## src/rtl/wb_writeback_unit.sv

```systemverilog
// RV32I writeback stage: selects ALU/load/link result and drives the regfile write port.
// Optional `WB_INSTRET_EN adds a 64-bit retired-instruction counter on instret_o.
module wb_writeback_unit #(
    parameter int unsigned     XLEN    = 32,
    parameter logic [XLEN-1:0] RST_PC4 = '0
) (
    input  logic            clk_i,
    input  logic            rst_n,
    input  logic            mem_valid_i,
    output logic            mem_ready_o,
    input  logic            mem_reg_write_i,
    input  logic [4:0]      mem_rd_addr_i,
    input  logic [1:0]      mem_wb_sel_i,
    input  logic [XLEN-1:0] mem_alu_result_i,
    input  logic [XLEN-1:0] mem_pc_plus4_i,
    input  logic [2:0]      mem_funct3_i,
    input  logic            dmem_rvalid_i,
    input  logic [XLEN-1:0] dmem_rdata_i,
    output logic            RegWrite_o,
    output logic [4:0]      rd_addr_o,
    output logic [XLEN-1:0] rd_data_o,
    output logic            wb_busy_o
`ifdef WB_INSTRET_EN
    ,
    output logic [63:0]     instret_o
`endif
);

    typedef enum logic {S_IDLE, S_WAIT_LOAD} state_t;

    state_t            r_state;
    state_t            w_state_nxt;
    logic              r_we;
    logic [4:0]        r_rd;
    logic [XLEN-1:0]   r_data;
    logic              w_we_nxt;
    logic [4:0]        w_rd_nxt;
    logic [XLEN-1:0]   w_data_nxt;
    logic              w_done;
    logic              w_xfer;
    logic              w_is_load;
    logic [XLEN-1:0]   w_sel_data;
    logic [XLEN-1:0]   w_load_data;
    logic              r_ld_we;
    logic [4:0]        r_ld_rd;
    logic [2:0]        r_ld_f3;
    logic [1:0]        r_ld_off;

    function automatic logic [XLEN-1:0] align_load(
        input logic [XLEN-1:0] w,
        input logic [2:0]      f3,
        input logic [1:0]      o
    );
        logic [7:0]  b;
        logic [15:0] h;
        case (o)
            2'd0:    b = w[7:0];
            2'd1:    b = w[15:8];
            2'd2:    b = w[23:16];
            default: b = w[31:24];
        endcase
        h = o[1] ? w[31:16] : w[15:0];
        case (f3)
            3'b000:  align_load = {{24{b[7]}}, b};
            3'b100:  align_load = {24'd0, b};
            3'b001:  align_load = {{16{h[15]}}, h};
            3'b101:  align_load = {16'd0, h};
            default: align_load = w;
        endcase
    endfunction

    assign mem_ready_o = (r_state != S_WAIT_LOAD);
    assign wb_busy_o   = (r_state == S_WAIT_LOAD);
    assign w_xfer      = mem_valid_i && mem_ready_o;
    assign w_is_load   = (mem_wb_sel_i == 2'b01);
    assign w_sel_data  = (mem_wb_sel_i == 2'b10) ? mem_pc_plus4_i
                                                 : mem_alu_result_i;
    assign w_load_data = align_load(dmem_rdata_i, r_ld_f3, r_ld_off);

    always_comb begin
        w_state_nxt = r_state;
        w_we_nxt    = 1'b0;
        w_rd_nxt    = r_rd;
        w_data_nxt  = r_data;
        w_done      = 1'b0;
        case (r_state)
            S_IDLE: begin
                if (w_xfer && w_is_load) begin
                    w_state_nxt = S_WAIT_LOAD;
                end else if (w_xfer) begin
                    w_we_nxt   = mem_reg_write_i && (mem_rd_addr_i != 5'd0);
                    w_rd_nxt   = mem_rd_addr_i;
                    w_data_nxt = w_sel_data;
                    w_done     = 1'b1;
                end
            end
            default: begin
                if (dmem_rvalid_i) begin
                    w_state_nxt = S_IDLE;
                    w_we_nxt    = r_ld_we && (r_ld_rd != 5'd0);
                    w_rd_nxt    = r_ld_rd;
                    w_data_nxt  = w_load_data;
                    w_done      = 1'b1;
                end
            end
        endcase
    end

    always_ff @(posedge clk_i or negedge rst_n) begin
        if (!rst_n) begin
            r_state <= S_IDLE;
            r_we    <= 1'b0;
            r_rd    <= 5'd0;
            r_data  <= RST_PC4;
        end else begin
            r_state <= w_state_nxt;
            r_we    <= w_we_nxt;
            r_rd    <= w_rd_nxt;
            r_data  <= w_data_nxt;
        end
    end

    // Load context captured at acceptance; MEM moves on while we wait.
    always_ff @(posedge clk_i or negedge rst_n) begin
        if (!rst_n) begin
            r_ld_we  <= 1'b0;
            r_ld_rd  <= 5'd0;
            r_ld_f3  <= 3'd0;
            r_ld_off <= 2'd0;
        end else if (w_xfer && w_is_load) begin
            r_ld_we  <= mem_reg_write_i;
            r_ld_rd  <= mem_rd_addr_i;
            r_ld_f3  <= mem_funct3_i;
            r_ld_off <= mem_alu_result_i[1:0];
        end
    end

    assign RegWrite_o = r_we;
    assign rd_addr_o  = r_rd;
    assign rd_data_o  = r_data;

`ifdef WB_INSTRET_EN
    logic [63:0] r_instret;

    always_ff @(posedge clk_i or negedge rst_n) begin
        if (!rst_n) begin
            r_instret <= 64'd0;
        end else if (w_done) begin
            r_instret <= r_instret + 64'd1;
        end
    end

    assign instret_o = r_instret;
`else
    logic w_unused_done;
    assign w_unused_done = w_done;
`endif

endmodule

```

## config.mk

```make
export PLATFORM = sky130hd
export DESIGN_NAME = wb_writeback_unit
export DESIGN_NICKNAME = d
export VERILOG_FILES = /design/src/rtl/wb_writeback_unit.sv
export SDC_FILE = /design/constraint.sdc
export NUM_CORES = 1
export LEC_CHECK = 0
export CORE_MARGIN = 2
export CORE_UTILIZATION = 43
export DETAILED_ROUTE_END_ITERATION = 16
export DONT_BUFFER_PORTS = 1
export MAX_ROUTING_LAYER = met4
export PLACE_DENSITY = 0.62
export SETUP_SLACK_MARGIN = 0.02
export SKIP_CTS_REPAIR_TIMING = 1
export SLEW_MARGIN = 40
export SYNTH_ARGS = -nofsm -noshare
export SYNTH_HDL_FRONTEND = slang
export SYNTH_SLANG_ARGS = --single-unit
```

## constraint.sdc

```tcl
create_clock -name clk_i -period 1.7 [get_ports clk_i]
set_input_delay 0.085 -clock clk_i [delete_from_list [all_inputs] [get_ports clk_i]]
set_output_delay 0.085 -clock clk_i [all_outputs]
set_load 0.005 [all_outputs]
```

==> qor.yml <==
core_um2: 6830
syn_area_um2: 3050
initial_utilization: 0.447
htree_levels: 2
die_w_um: 88.2
die_area_um2: 7780
critPathRequiredTime_ns: 1.89
drtIter0Drc: 154
wl_per_cell_um: 20.5
path_clk_slew_ns: 0.10
cp_slowest_stage_delay_ns: 0.42
synth.distinct_cells: 36
synthTopCellsByArea: "dfrtp_1 41%, nand2_1 11%, mux2_2 8.1%"
numCtsBuffers: 5
ys.flop_type: "dfrtp_1"
dr_wl_met3_um: 840
seq_area_frac_synth: 0.410
wirelength_um: 9550
via_count: 2801
p_leak_nw: 1.60
cts_tree: "done"
synth_top_area_share: 0.410
grt_use_total: 0.234
root_buffer: "clkbuf_8"
gp_congestion: 0.878
end_kind: "register"
finalHoldViolations: 3
fin_worst_skew_ns: 0.00399
io_buffer_count: 0
synth-edff-count: 0
crit_path_top_delay_cell: "dfrtp_1"
synthArstFlopShare: 1.00
routed.top_layer: "met4"
finalPower_mw: 3.83
max-cap-violations: 0
row_count: 30
slew_violations: 0
crit_type: "reg -> reg"
synth.most_common_cell: "nand2_1"
syn_to_final_growth_pct: 22.2
fin_util: 0.546
yosys.area.top_type: "dfrtp_1"
clk_latency_ns: 0.30
setup_tns_ns: -0.366
grt_setup_unrepaired: "true"
fin_crit_ns: 1.74
cp_max_fo: 8
drtPass1Iterations: 4
hold-worst-slack_ns: -0.0200
detail-route-antenna-nets: 0
antennaDiodeCount: 0
grt_pass1_wl_um: 13400
ys_ff_latch: 50
drc: 0
grt_max_degree: 51
layout-drive-gt1-share: 0.222
syn_nets: 458
power_density_nw_per_um2: 1030
grt_antenna_before_repair: 0
yosys_warnings: 0
status: "finished with violations"
max_freq_mhz: 573
clock-sinks: 50
tightest_slew_ns: 0.451
wl_met1_um: 4060
synthTopCellsByCount: "87 x nand2_1, 50 x dfrtp_1, 23 x a31oi_1, 22 x mux2_2, 18 x a22o_1"
relSlewSlack: 0.696
place_hpwl_um: 6950
timing.final.ws_setup_ns: -0.0447
viasPerCell: 6.02
grt_pass1_vias: 2526
avgSynthCellArea_um2: 8.79
grt_overflow: 0
fin_nets: 479
synthCells: 347
clockBufferDepth: 2
path_cells: "buf_6, mux2_4, a32oi_4, clkbuf_16, nand3_2, a22o_1"
violations: "hold timing, setup timing"
worst_ep_arrival_time_ns: 1.94
fp.dieH_um: 88.2
worstHoldPathType: "in -> reg"
period_share: 1.03
critPathLaunchType: "register"
peakVddDrop_mv: 0.478
wl_met2_um: 4580
io_pins: 151
finalSetupViolations: 16
==> critical path, delay by kind of cell, from the launching register on <==
family | cells | cell delay, ns
AO/OA/AOI/OAI | 2 | 0.47
buffers and inverters | 2 | 0.35
flip-flops | 1 | 0.42
multiplexers | 1 | 0.31
AND/OR/NAND/NOR | 1 | 0.07
==> state kept, by name, indices dropped and copies added (netlist names) <==
register	flops
r_ld_we	1
RegWrite_o	1
rd_data_o	32
r_ld_off	2
r_ld_rd	5
rd_addr_o	5
wb_busy_o	1
r_ld_f3	3
==> cells by family after synthesis <==
logic type | synth area share
and+or+nand+nor | 0.180
muxes | 0.121
AOI/OAI and AO/OA | 0.234
buffers and inverters | 0.0550
DFF | 0.410
==> report_power, final <==
| part | switching, mW | total (mW) | internal, mW |
|---|---|---|---|
| clock | 0.417 | 0.746 | 0.328 |
| combinational | 0.679 | 1.36 | 0.681 |
| sequential | 0.259 | 1.72 | 1.46 |
==> stage by stage <==
stage / worst slack, ns / area [µm²] / std cells
2_1_floorplan: 0.0698 / 3050 / 347
3_3_place_gp: 0.00794 / 3270 / 437
3_5_place_dp: -0.0641 / 3270 / 437
4_1_cts: -0.0615 / 3360 / 445
5_1_grt: -0.109 / 3730 / 465
6_report: -0.0447 / 3730 / 465
==> worst paths after layout <==
path / start / endpoint / slack (ns) / cells past startpoint
worst max-delay path: r_ld_off[1] / rd_data_o[18] / -0.04 / 6
worst min-delay path: mem_rd_addr_i[1] / RegWrite_o / -0.02 / 2
worst max register to register: r_ld_off[1] / rd_data_o[18] / -0.04 / 6
worst min register to register: rd_addr_o[1] / rd_addr_o[1] / 0.53 / 2
max in group asynchronous: rst_n / rd_data_o[13] / 1.19 / 2
min in group asynchronous: rst_n / rd_data_o[11] / 0.29 / 2
==> placed cells by master (no fill, tap or decap), types with 3 or more instances in the layout <==
cell type and count:
o211ai_1 3, a221oi_2 6, nand3_1 13, a31oi_1 23, a21oi_1 11, a22o_1 18, o221ai_1 4, mux2i_1 10
buf_12 4, o21ai_0 7, dlygate4sd3_1 14, clkbuf_8 6, nor2_1 9, dfrtp_1 50, mux2_4 6, inv_1 11
a221o_1 9, nand3_2 4, buf_4 21, nand2b_1 5, mux2_2 16, nand2_1 87
==> area by class of cell <==
cell class / count / area [µm²]
inverter: 12 / 45.0
fill: 644 / 3100
sequential: 50 / 1250
multi-input combinational: 256 / 1760
clock buffer: 6 / 82.6
tap: 96 / 120
clock inverter: 2 / 12.5
timing repair buffer: 43 / 453
==> per-layer routing <==
metal,vias up,track usage
met1,1371,0.308
met3,6,0.0690
met5,-,-
li1,1297,-
met2,127,0.365
met4,0,0.0386
Note: power is estimated with default switching activity, not from simulation.
